==> src/rtl/fp_mul_result_stage.sv <==
// fp_mul_result_stage: corrects the raw FP multiplier word and buffers it in a 2-entry skid FIFO
module fp_mul_result_stage #(
  parameter logic [31:0] QNAN  = 32'h7FC0_0000,
  parameter int          DEPTH = 2
) (
  input  logic        clk,
  input  logic        rst_n,
  input  logic        in_valid,
  output logic        in_ready,
  input  logic [31:0] in_a,
  input  logic [31:0] in_b,
  input  logic [31:0] in_prod,
  output logic        out_valid,
  input  logic        out_ready,
  output logic [31:0] out_result,
  output logic [2:0]  out_flags,
  output logic [2:0]  sticky_flags,
  input  logic        flag_clr
);
  logic [7:0]  ea, eb;
  logic [22:0] ma, mb;
  logic        s, norm, a_nan, b_nan, a_inf, b_inf, a_zero, b_zero, invalid;
  logic [9:0]  e_true;
  logic [31:0] res_c;
  logic [2:0]  flags_c;
  logic        push, pop, wr_q, rd_q, wr_d, rd_d;
  logic [1:0]  count_q, count_d;
  logic [2:0]  sticky_q, sticky_d;
  logic [34:0] mem_q [2];
  logic        prod_sign_unused;
  assign {ea, ma} = in_a[30:0];
  assign {eb, mb} = in_b[30:0];
  assign s = in_a[31] ^ in_b[31];
  assign prod_sign_unused = in_prod[31];
  assign a_nan  = (&ea) && (ma != '0);
  assign b_nan  = (&eb) && (mb != '0);
  assign a_inf  = (&ea) && (ma == '0);
  assign b_inf  = (&eb) && (mb == '0);
  assign a_zero = ea == '0;
  assign b_zero = eb == '0;
  assign invalid = a_nan || b_nan || (a_inf && b_zero) || (b_inf && a_zero);
  // norm is the LSB of (prod_exp - (ea+eb-127)) mod 256; the full difference is only ever 0 or 1
  assign norm = in_prod[23] ^ ea[0] ^ eb[0] ^ 1'b1;
  // two's-complement 10-bit true exponent; bit 9 set means negative
  assign e_true = {2'b0, ea} + {2'b0, eb} + {9'b0, norm} - 10'd127;
  // special-case and exponent-range correction ahead of the FIFO write
  always_comb begin
    res_c   = {s, e_true[7:0], in_prod[22:0]};
    flags_c = 3'b000;
    if (invalid) begin
      res_c   = QNAN;
      flags_c = 3'b100;
    end else if (a_inf || b_inf) begin
      res_c = {s, 8'hFF, 23'd0};
    end else if (a_zero || b_zero) begin
      res_c = {s, 31'd0};
    end else if (!e_true[9] && e_true >= 10'd255) begin
      res_c   = {s, 8'hFF, 23'd0};
      flags_c = 3'b010;
    end else if (e_true[9] || e_true == '0) begin
      res_c   = {s, 31'd0};
      flags_c = 3'b001;
    end
  end
  assign in_ready  = count_q != 2'(DEPTH);
  assign out_valid = count_q != '0;
  assign push = in_valid && in_ready;
  assign pop  = out_valid && out_ready;
  assign {out_flags, out_result} = out_valid ? mem_q[rd_q] : 35'd0;
  assign sticky_flags = sticky_q;
  // FIFO pointer/count and sticky flag next-state; a clear with a push keeps only the pushed flags
  always_comb begin
    count_d  = count_q + {1'b0, push} - {1'b0, pop};
    wr_d     = wr_q ^ push;
    rd_d     = rd_q ^ pop;
    sticky_d = flag_clr ? (push ? flags_c : 3'b000) : (sticky_q | (push ? flags_c : 3'b000));
  end
  // state registers; reset discards all buffered entries
  always_ff @(posedge clk or negedge rst_n) begin
    if (!rst_n) begin
      count_q  <= '0;
      wr_q     <= 1'b0;
      rd_q     <= 1'b0;
      sticky_q <= '0;
      mem_q    <= '{default: '0};
    end else begin
      count_q  <= count_d;
      wr_q     <= wr_d;
      rd_q     <= rd_d;
      sticky_q <= sticky_d;
      if (push) mem_q[wr_q] <= {flags_c, res_c};
    end
  end
endmodule

==> config.mk <==
export PLATFORM = sky130hd
export DESIGN_NAME = fp_mul_result_stage
export DESIGN_NICKNAME = d
export VERILOG_FILES = /design/src/rtl/fp_mul_result_stage.sv
export SDC_FILE = /design/constraint.sdc
export NUM_CORES = 1
export LEC_CHECK = 0
export CAP_MARGIN = 10
export CORE_ASPECT_RATIO = 1.25
export CORE_MARGIN = 1.5
export CORE_UTILIZATION = 51
export DETAILED_ROUTE_END_ITERATION = 8
export GPL_ROUTABILITY_DRIVEN = 0
export HOLD_SLACK_MARGIN = 0.02
export PLACE_DENSITY = 0.86
export RECOVER_POWER = 100
export SYNTH_ARGS = -nofsm -noshare
export SYNTH_HDL_FRONTEND = slang
export SYNTH_SLANG_ARGS = --single-unit
==> constraint.sdc <==
create_clock -name clk -period 5.53 [get_ports clk]
set_clock_uncertainty 0.1 [all_clocks]
set_input_delay 0.553 -clock clk [delete_from_list [all_inputs] [get_ports clk]]
set_output_delay 0.553 -clock clk [all_outputs]
set_load 0.02 [all_outputs]
-- Word level (Yosys, flattened, before mapping)
Index checks and enable logic that the tools add are counted.
W data, S select, Z words.
- register bits: 77
- bits of input ports: 101
- output and inout bits: 40
- logic and storage cells: 71
- add/sub/neg operators: 5
- $lt $le $gt $ge: 4
- equality and inequality tests: 1
- muxes and demuxes: 19
- bitwise gates (word level): 9
- reductions and logical operators: 27
- operators by type and width (kind ; number):
    $mux W35 ; 5
    $mux W31 ; 4
    $bwmux W70 ; 1
    $logic_not A23 Y1 ; 2
    $reduce_bool A23 Y1 ; 2
    $demux W35 S1 ; 1
    $mux W32 ; 1
    $logic_not A8 Y1 ; 2
    $reduce_and A8 Y1 ; 2
    $add A9 B1 Y10 ; 1
    $ge A10 B8 Y1 const B ; 1
    $logic_and A1 B1 Y1 ; 10
    $logic_not A10 Y1 ; 1
    $sub A10 B7 Y10 const B ; 1
    $add A8 B8 Y9 ; 1
    $mux W3 ; 3
    $logic_or A1 B1 Y1 ; 6
    $mux W2 ; 3
    $xor A1 B1 Y1 ; 5
    $ge A2 B2 Y1 const B ; 2
    $not A1 Y2 ; 2
    $or A3 B3 Y3 ; 1
    $add A2 B1 Y2 ; 1
    $lt A2 B1 Y1 const B ; 1
    other kinds (6) ; 6

-- Longest topological paths before layout
Gate-level depths: netlist of the first run.
- depth after elaboration: 15
- gate-level depth with buffers: 14
- gate-level depth less buffers: 12

-- Worst setup path after synthesis of the first run
OpenSTA, ideal clock, no wires.
- path kind: input -> register
- start point: input in_b[23]
- end point: register mem_q[10] in the netlist's numbering
- setup time: 0.133 ns
- arrival time: 3.318 ns
- required time: 5.297 ns
- setup slack: 1.980 ns
- stages on the path: 14
- path buffers: 2
- cell sequence: xnor2_1 -> xnor2_1 -> ha_1 -> inv_1 -> ha_1 -> fa_1 -> xor2_1 -> nand3_1 -> or4_1 -> o41ai_2 -> a211o_1 -> buf_6 -> buf_6 -> o22ai_1
- longest elaborated chain between the ends: 12
- elaborated cells between the ends (all ways): 27
- classes of those cells: add/sub (3); order compare (1); mux (6); bitwise (2); reduce/logical (15)
- ends and longest elaborated chain (item ; RTL line ; RTL):
    from (decl) ; 11 ; input logic [31:0] in_b,
    parallel branches: the longest is 10 deep, another holds $add A9 B1 Y10 ; -- ;
    $mux W32 (*) ; 50 ; if (invalid) begin
    $bwmux W70 (*) ; 91 ; if (push) mem_q[wr_q] <= {flags_c, res_c};
    to (signal, indexed assignment) ; 91 ;
    to (decl) ; 29 ; logic [34:0] mem_q [2];
Mark *: on every way between the ends.
A chain may end at the register's enable or synchronous reset.

-- Worst setup path after layout of the first run
- start point: input in_b[23]
- end point: register mem_q[5] in the netlist's numbering
Same word-level chain as after synthesis.

==> results.toml, run 1 <==
[run_status]
outcome = "finished with violations"
violations = "capacitance limit, slew limit"

[timing]
max_freq_ghz = 0.226
drv_slew = 37
finalCriticalPeriod_ns = 4.42
final-hold-violation-count = 0
whs_ns = 0.246
tns_ns = 0
worst_pin_slew_ns = 2.06
rsz0062_at_grt = "no"
maxSlewHeadroom_pct = -37.1
post-route-period-util_pct = 79.9
setup_viol_count_final = 0

[final_layout]
nFillCells = 678
diodes = 0
fin_nets = 751
layout.cells.non_filler = 754
drive_above_1_share_pct = 6.47
syn_to_final_growth_pct = 34.1

[worst_setup_path]
r2r_start = "count_q[1]$_DFF_PN0_"
r2r_cells = 8
crit_chain = "dlygate4sd3_1 > xnor2_1 > xnor2_1 > ha_1 > inv_1 > ha_1 > fa_1 > xor2_1 > nand3_1 > or4_1 > o41ai_1 > a211o_1 > buf_4 > o22ai_1"
cp_max_fo = 44
worst_path_max_delay_cell = "dlygate4sd3_1"
arrival_ns = 4.53
cp-start-kind = "primary input"
cpPeakStageDelay_ns = 0.61
setup.worst_path.class = "in2reg"
startpoint = "in_b[23]"
endpoint_kind = "register"
worstPathRequired_ns = 5.64
rrSetupSlack_ns = 2.98
r2r-end = "count_q[1]$_DFF_PN0_"

[yosys]
synth_area_leaders = "dfrtp_1, mux2i_1, o22ai_1, ha_1, inv_1"
synth_top_cell_by_area = "dfrtp_1"
synth_compound_area_share_pct = 14.3
synth_top_family_by_area = "simple AND/OR/NAND/NOR gates"
yosys-top-cells-count = "dfrtp_1, inv_1, nor2_1, nand3_1, o22ai_1"
synth-main-ff-cell = "dfrtp_1"
syn_nets = 638
synth_fa_ha_area_share_pct = 5.83
ys_seq_area_share_pct = 41.6
synth_warnings = 0
synthMuxAreaShare_pct = 10.5
synthCells = 516
syn_avg_cell_area_um2 = 8.98
synth_cell_type_count = 44
synth-seq-cells = 77
synthXorXnorAreaFrac_pct = 1.70
post-synth-top-count-cell = "dfrtp_1"
netlist.area_leader.share_pct = 41.6
synthArstFlopShare_pct = 100
synth_area_um2 = 4630
synth_edf_count = 0
synthSimpleGateAreaFrac_pct = 17.2

[global_routing]
grt_overflow = 0
grt_pass1_vias = 4291
grt_max_degree = 78
antenna_found_initial = 0
grt_pass1_wl_um = 19500
grt_usage_pct = 25.7

[detailed_routing]
wirelength_um = 11600
first_iter_violations = 272
vias = 4277
ant_nets = 0
drt-vias-per-instance = 5.67
first_pass_iters = 5
route.detailed.drc = 0
routedWlPerCell_um = 15.4

[clock_network]
cts_resized = 0
clock_sinks = 77
post_cts_buffers = 0
clkLatencyLatePin_ns = 0.35
cts_root_buf = "clkbuf_8"
holdBufCountCts = 0
cts_buffer_depth = 2
clk_pin_slew_worst_paths_ns = 0.07
cts.htree.levels = 3
cts_buffers = 9
cts_tree = "built"

[pwr]
power.density_nw_per_um2 = 507
peakVddDrop_mv = 0.208
leakage_nw = 2.74

[place]
dp.cells = 736
portBuffers = 132
hpwl_um = 8190

[die]
die_y_um = 110
die_w_um = 88.2
core_um2 = 8750
start_util_pct = 52.9
io_pins = 141
die_area_um2 = 9670
num_rows = 38

[job]
cap_violations = 1

[min_path]
worst_hold_path_type = "in2async"
[how the worst max path moves through the flow]
stage | end | slack (ns) | cells past startpoint
floorplan | mem_q[10]$_DFFE_PN0P_ | 1.98 | 14
detailed placement | mem_q[5]$_DFFE_PN0P_ | 0.94 | 14
CTS | mem_q[5]$_DFFE_PN0P_ | 1.31 | 14
global placement | mem_q[49]$_DFFE_PN0P_ | 1.03 | 14
finish | mem_q[5]$_DFFE_PN0P_ | 1.11 | 14
global route | mem_q[6]$_DFFE_PN0P_ | 0.81 | 14
[area by class of cell]
| cell class | instances | area [µm²] | share of cell area, % |
|---|---|---|---|
| Tap cell | 120 | 150 | 2.42 |
| Sequential cell | 77 | 1930 | 31.0 |
| Clock inverter | 4 | 70.1 | 1.13 |
| Timing Repair Buffer | 136 | 1370 | 22.1 |
| Clock buffer | 12 | 155 | 2.50 |
| Inverter | 65 | 244 | 3.93 |
| Multi-Input combinational cell | 340 | 2290 | 36.9 |
[through the flow]
stage	area [µm²]	power [mW]	worst slack, ns	util (%)
2_1_floorplan	4630	2.08	1.98	-
3_3_place_gp	5960	2.65	1.03	68.2
3_5_place_dp	5960	2.73	0.944	68.2
4_1_cts	6190	3.21	1.31	70.8
5_1_grt	6210	3.37	0.807	71.0
6_report	6210	3.15	1.11	71.0
[layout by cell type (no fill, tap or decap), types with 12 or more instances in the layout]
cell              n
a21oi_1          25
nand2_1          14
clkdlybuf4s50_1  90
mux2_2           12
dfrtp_1          77
nor2_1           57
inv_1            65
nor4_1           12
dlygate4sd3_1    41
nand3_1          47
mux2i_1          35
o22ai_1          46
ha_1             18
[worst max-delay path: cells and delay by family]
kind | cells | cell delay (ns)
xor gates and xnor gates | 3 | 0.53
and+or+nand+nor | 2 | 0.63
adders and majority gates | 3 | 0.89
AOI/OAI and AO/OA | 3 | 0.87
buffers and inverters | 3 | 1.05
[cells by family after synthesis]
logic type | after synthesis
buffers and inverters | 99
multiplexers | 47
flip-flops | 77
AO/OA/AOI/OAI | 100
XOR/XNOR | 9
adder cells (fa/ha/maj) | 21
AND/OR/NAND/NOR | 163
[layer usage]
metal / global-route usage (%) / share of wire [%]
met1: 31.3 / 41
met2: 45.5 / 53
met3: 4.05 / 4.9
met4: 9.49 / 1.7
met5: 0 / 0
[where the power goes]
| group | internal (mW) | switching, mW |
|---|---|---|
| Combinational | 0.767 | 0.858 |
| Clock | 0.277 | 0.199 |
| Sequential | 0.839 | 0.210 |
| Total | 1.88 | 1.27 |
[flip-flops by register name (all words and copies together), names as in the netlist]
signal / cells
mem_q: 70
sticky_flags: 3
count_q: 2
rd_q: 1
wr_q: 1
Power figures use the tool's default switching activity.
==> run 2, diff against run 1 <==
- CORE_UTILIZATION: 51 -> 43
- PLACE_DENSITY: 0.86 -> 0.77
- clock period: 5.53 -> 3.7 ns (I/O delays scaled with it)
==> run 2 against run 1 <==
The flow still finishes with violations (capacitance limit, slew limit). Global-route usage is 5.2 points lower. Count of clock-buffer cells in the layout down 2. First-iteration DRC count is 8.8% lower. Cell area is 4.6% higher. Core utilization down 9.5 points. Combinational power is 58% higher. Via count is 2.6% higher. Sequential power up 45%. Flip-flop and latch count is the same. Sequential share of layout area decreased by 1.4 points. Routed wire length rose by 3.0%. Largest cell class unchanged.
==> results.toml, run 2 (synthesized netlist as in run 1, its figures left out) <==
[place]
placed_cell_area_um2 = 6150
portBuffers = 132
dp.cells = 767
hpwl_um = 8200

[timing]
final-hold-violation-count = 0
drv_slew = 78
worst_pin_slew_ns = 1.87
finalCriticalPeriod_ns = 3.52
post-route-period-util_pct = 95.2
setup_viol_count_final = 0
maxSlewHeadroom_pct = -24.7
whs_ns = 0.396
max_freq_ghz = 0.284

[clock_network]
cts_buffers = 9
clock_sinks = 77
cts.htree.levels = 3
clk_pin_slew_worst_paths_ns = 0.06
cts_root_buf = "clkbuf_16"
cts_buffer_depth = 2
cts_tree = "built"
clkLatencyLatePin_ns = 0.33

[final_layout]
utilization_pct = 61.5
nFillCells = 860
fin_nets = 774
diodes = 0
drive_above_1_share_pct = 10.2
final_cell_mix = "clkdlybuf4s50_1, dfrtp_1, inv_1"
largest_reg_flops = 70
layout.cells.non_filler = 789
design_area_um2 = 6500
syn_to_final_growth_pct = 40.3
final_common_cell = "clkdlybuf4s50_1"
top_register = "mem_q"

[die]
io_pins = 141
die_w_um = 95.8
die_area_um2 = 11400
num_rows = 42
die_y_um = 119
core_um2 = 10600
start_util_pct = 43.9

[worst_setup_path]
cp_max_fo = 11
worstPathRequired_ns = 3.78
arrival_ns = 3.60
setup.worst_path.class = "in2reg"
cp-start-kind = "primary input"
endpoint_kind = "register"

[pwr]
power_mw = 4.87
peakVddDrop_mv = 0.283
power.density_nw_per_um2 = 749
leakage_nw = 2.86

[detailed_routing]
first_pass_iters = 7
routedWlPerCell_um = 15.2
ant_nets = 0
wirelength_um = 12000
first_iter_violations = 248
drt-vias-per-instance = 5.56
route.detailed.drc = 0
vias = 4389

[global_routing]
grt_max_degree = 78
grt_usage_pct = 20.5
grt_pass1_vias = 4309
antenna_found_initial = 0
grt_overflow = 0
grt_pass1_wl_um = 18900

[job]
cap_violations = 1

[min_path]
worst_hold_path_type = "reg2reg"

[run_status]
violations = "capacitance limit, slew limit"
outcome = "finished with violations"
## run 2: layout make-up
| cell class | count | area (µm²) | area share [%] |
|---|---|---|---|
| well taps | 132 | 165 | 2.54 |
| repair buffers | 159 | 1570 | 24.2 |
| clock buffers | 10 | 229 | 3.52 |
| clock inverters | 6 | 40.0 | 0.616 |
| multi-input cells | 340 | 2320 | 35.7 |
| inverters | 65 | 244 | 3.75 |
| flip-flops and latches | 77 | 1930 | 29.6 |
## run 2: worst max-delay path: stages
cell and delay (ns):
clkdlybuf4s50_1 0.42, xnor2_1 0.19, xnor2_1 0.10, ha_1 0.27, inv_1 0.04, ha_2 0.18
fa_2 0.39, xor2_1 0.18, nand3_1 0.11, or4_4 0.42, o41ai_2 0.43, a211o_4 0.24
clkbuf_16 0.18, o22ai_1 0.08
## run 2: per-stage QoR
stage,setup slack (ns),setup TNS [ns]
after floorplan,0.333,0
after global placement,-0.252,-11.03
after detailed placement,-0.341,-15.42
after CTS,-0.0145,-0.0264
after global routing,-0.00623,-0.00696
final,0.177,0
## run 2: worst paths after layout
| check | from | end | slack (ns) | cells after the start |
|---|---|---|---|---|
| setup reg to reg | count_q[1]$_DFF_PN0_ | count_q[1]$_DFF_PN0_ | 1.33 | 8 |
| hold reg to reg | sticky_flags[2]$_DFF_PN0_ | sticky_flags[2]$_DFF_PN0_ | 0.40 | 1 |
| min in group asynchronous | rst_n | mem_q[4]$_DFFE_PN0P_ | 0.46 | 1 |
| hold / removal | sticky_flags[2]$_DFF_PN0_ | sticky_flags[2]$_DFF_PN0_ | 0.40 | 1 |
| setup / recovery | in_prod[23] | mem_q[48]$_DFFE_PN0P_ | 0.18 | 14 |
| max in group asynchronous | rst_n | mem_q[62]$_DFFE_PN0P_ | 1.94 | 1 |
## run 2: what timing repair did
item | 4_1_cts | 5_1_grt
hold buffers | 0 | 0
endpoints found under the setup margin | 2 | 53
pin swaps | 0 | 7
gates resized for setup | 0 | 7
gates cloned | 0 | 3
buffers inserted | 0 | 3
## run 2: where the power goes
| group | internal, mW | leakage (nW) | switching, mW |
|---|---|---|---|
| Combinational | 1.20 | 1.78 | 1.37 |
| Sequential | 1.26 | 0.965 | 0.261 |
| Clock | 0.451 | 0.120 | 0.334 |
| Total | 2.90 | 2.86 | 1.96 |
## run 2: routing by layer
metal	GRT usage (%)	share of wire [%]
met5	0	0
met4	6.07	1.4
met3	3.32	6.2
met2	34.9	51
met1	26.3	41
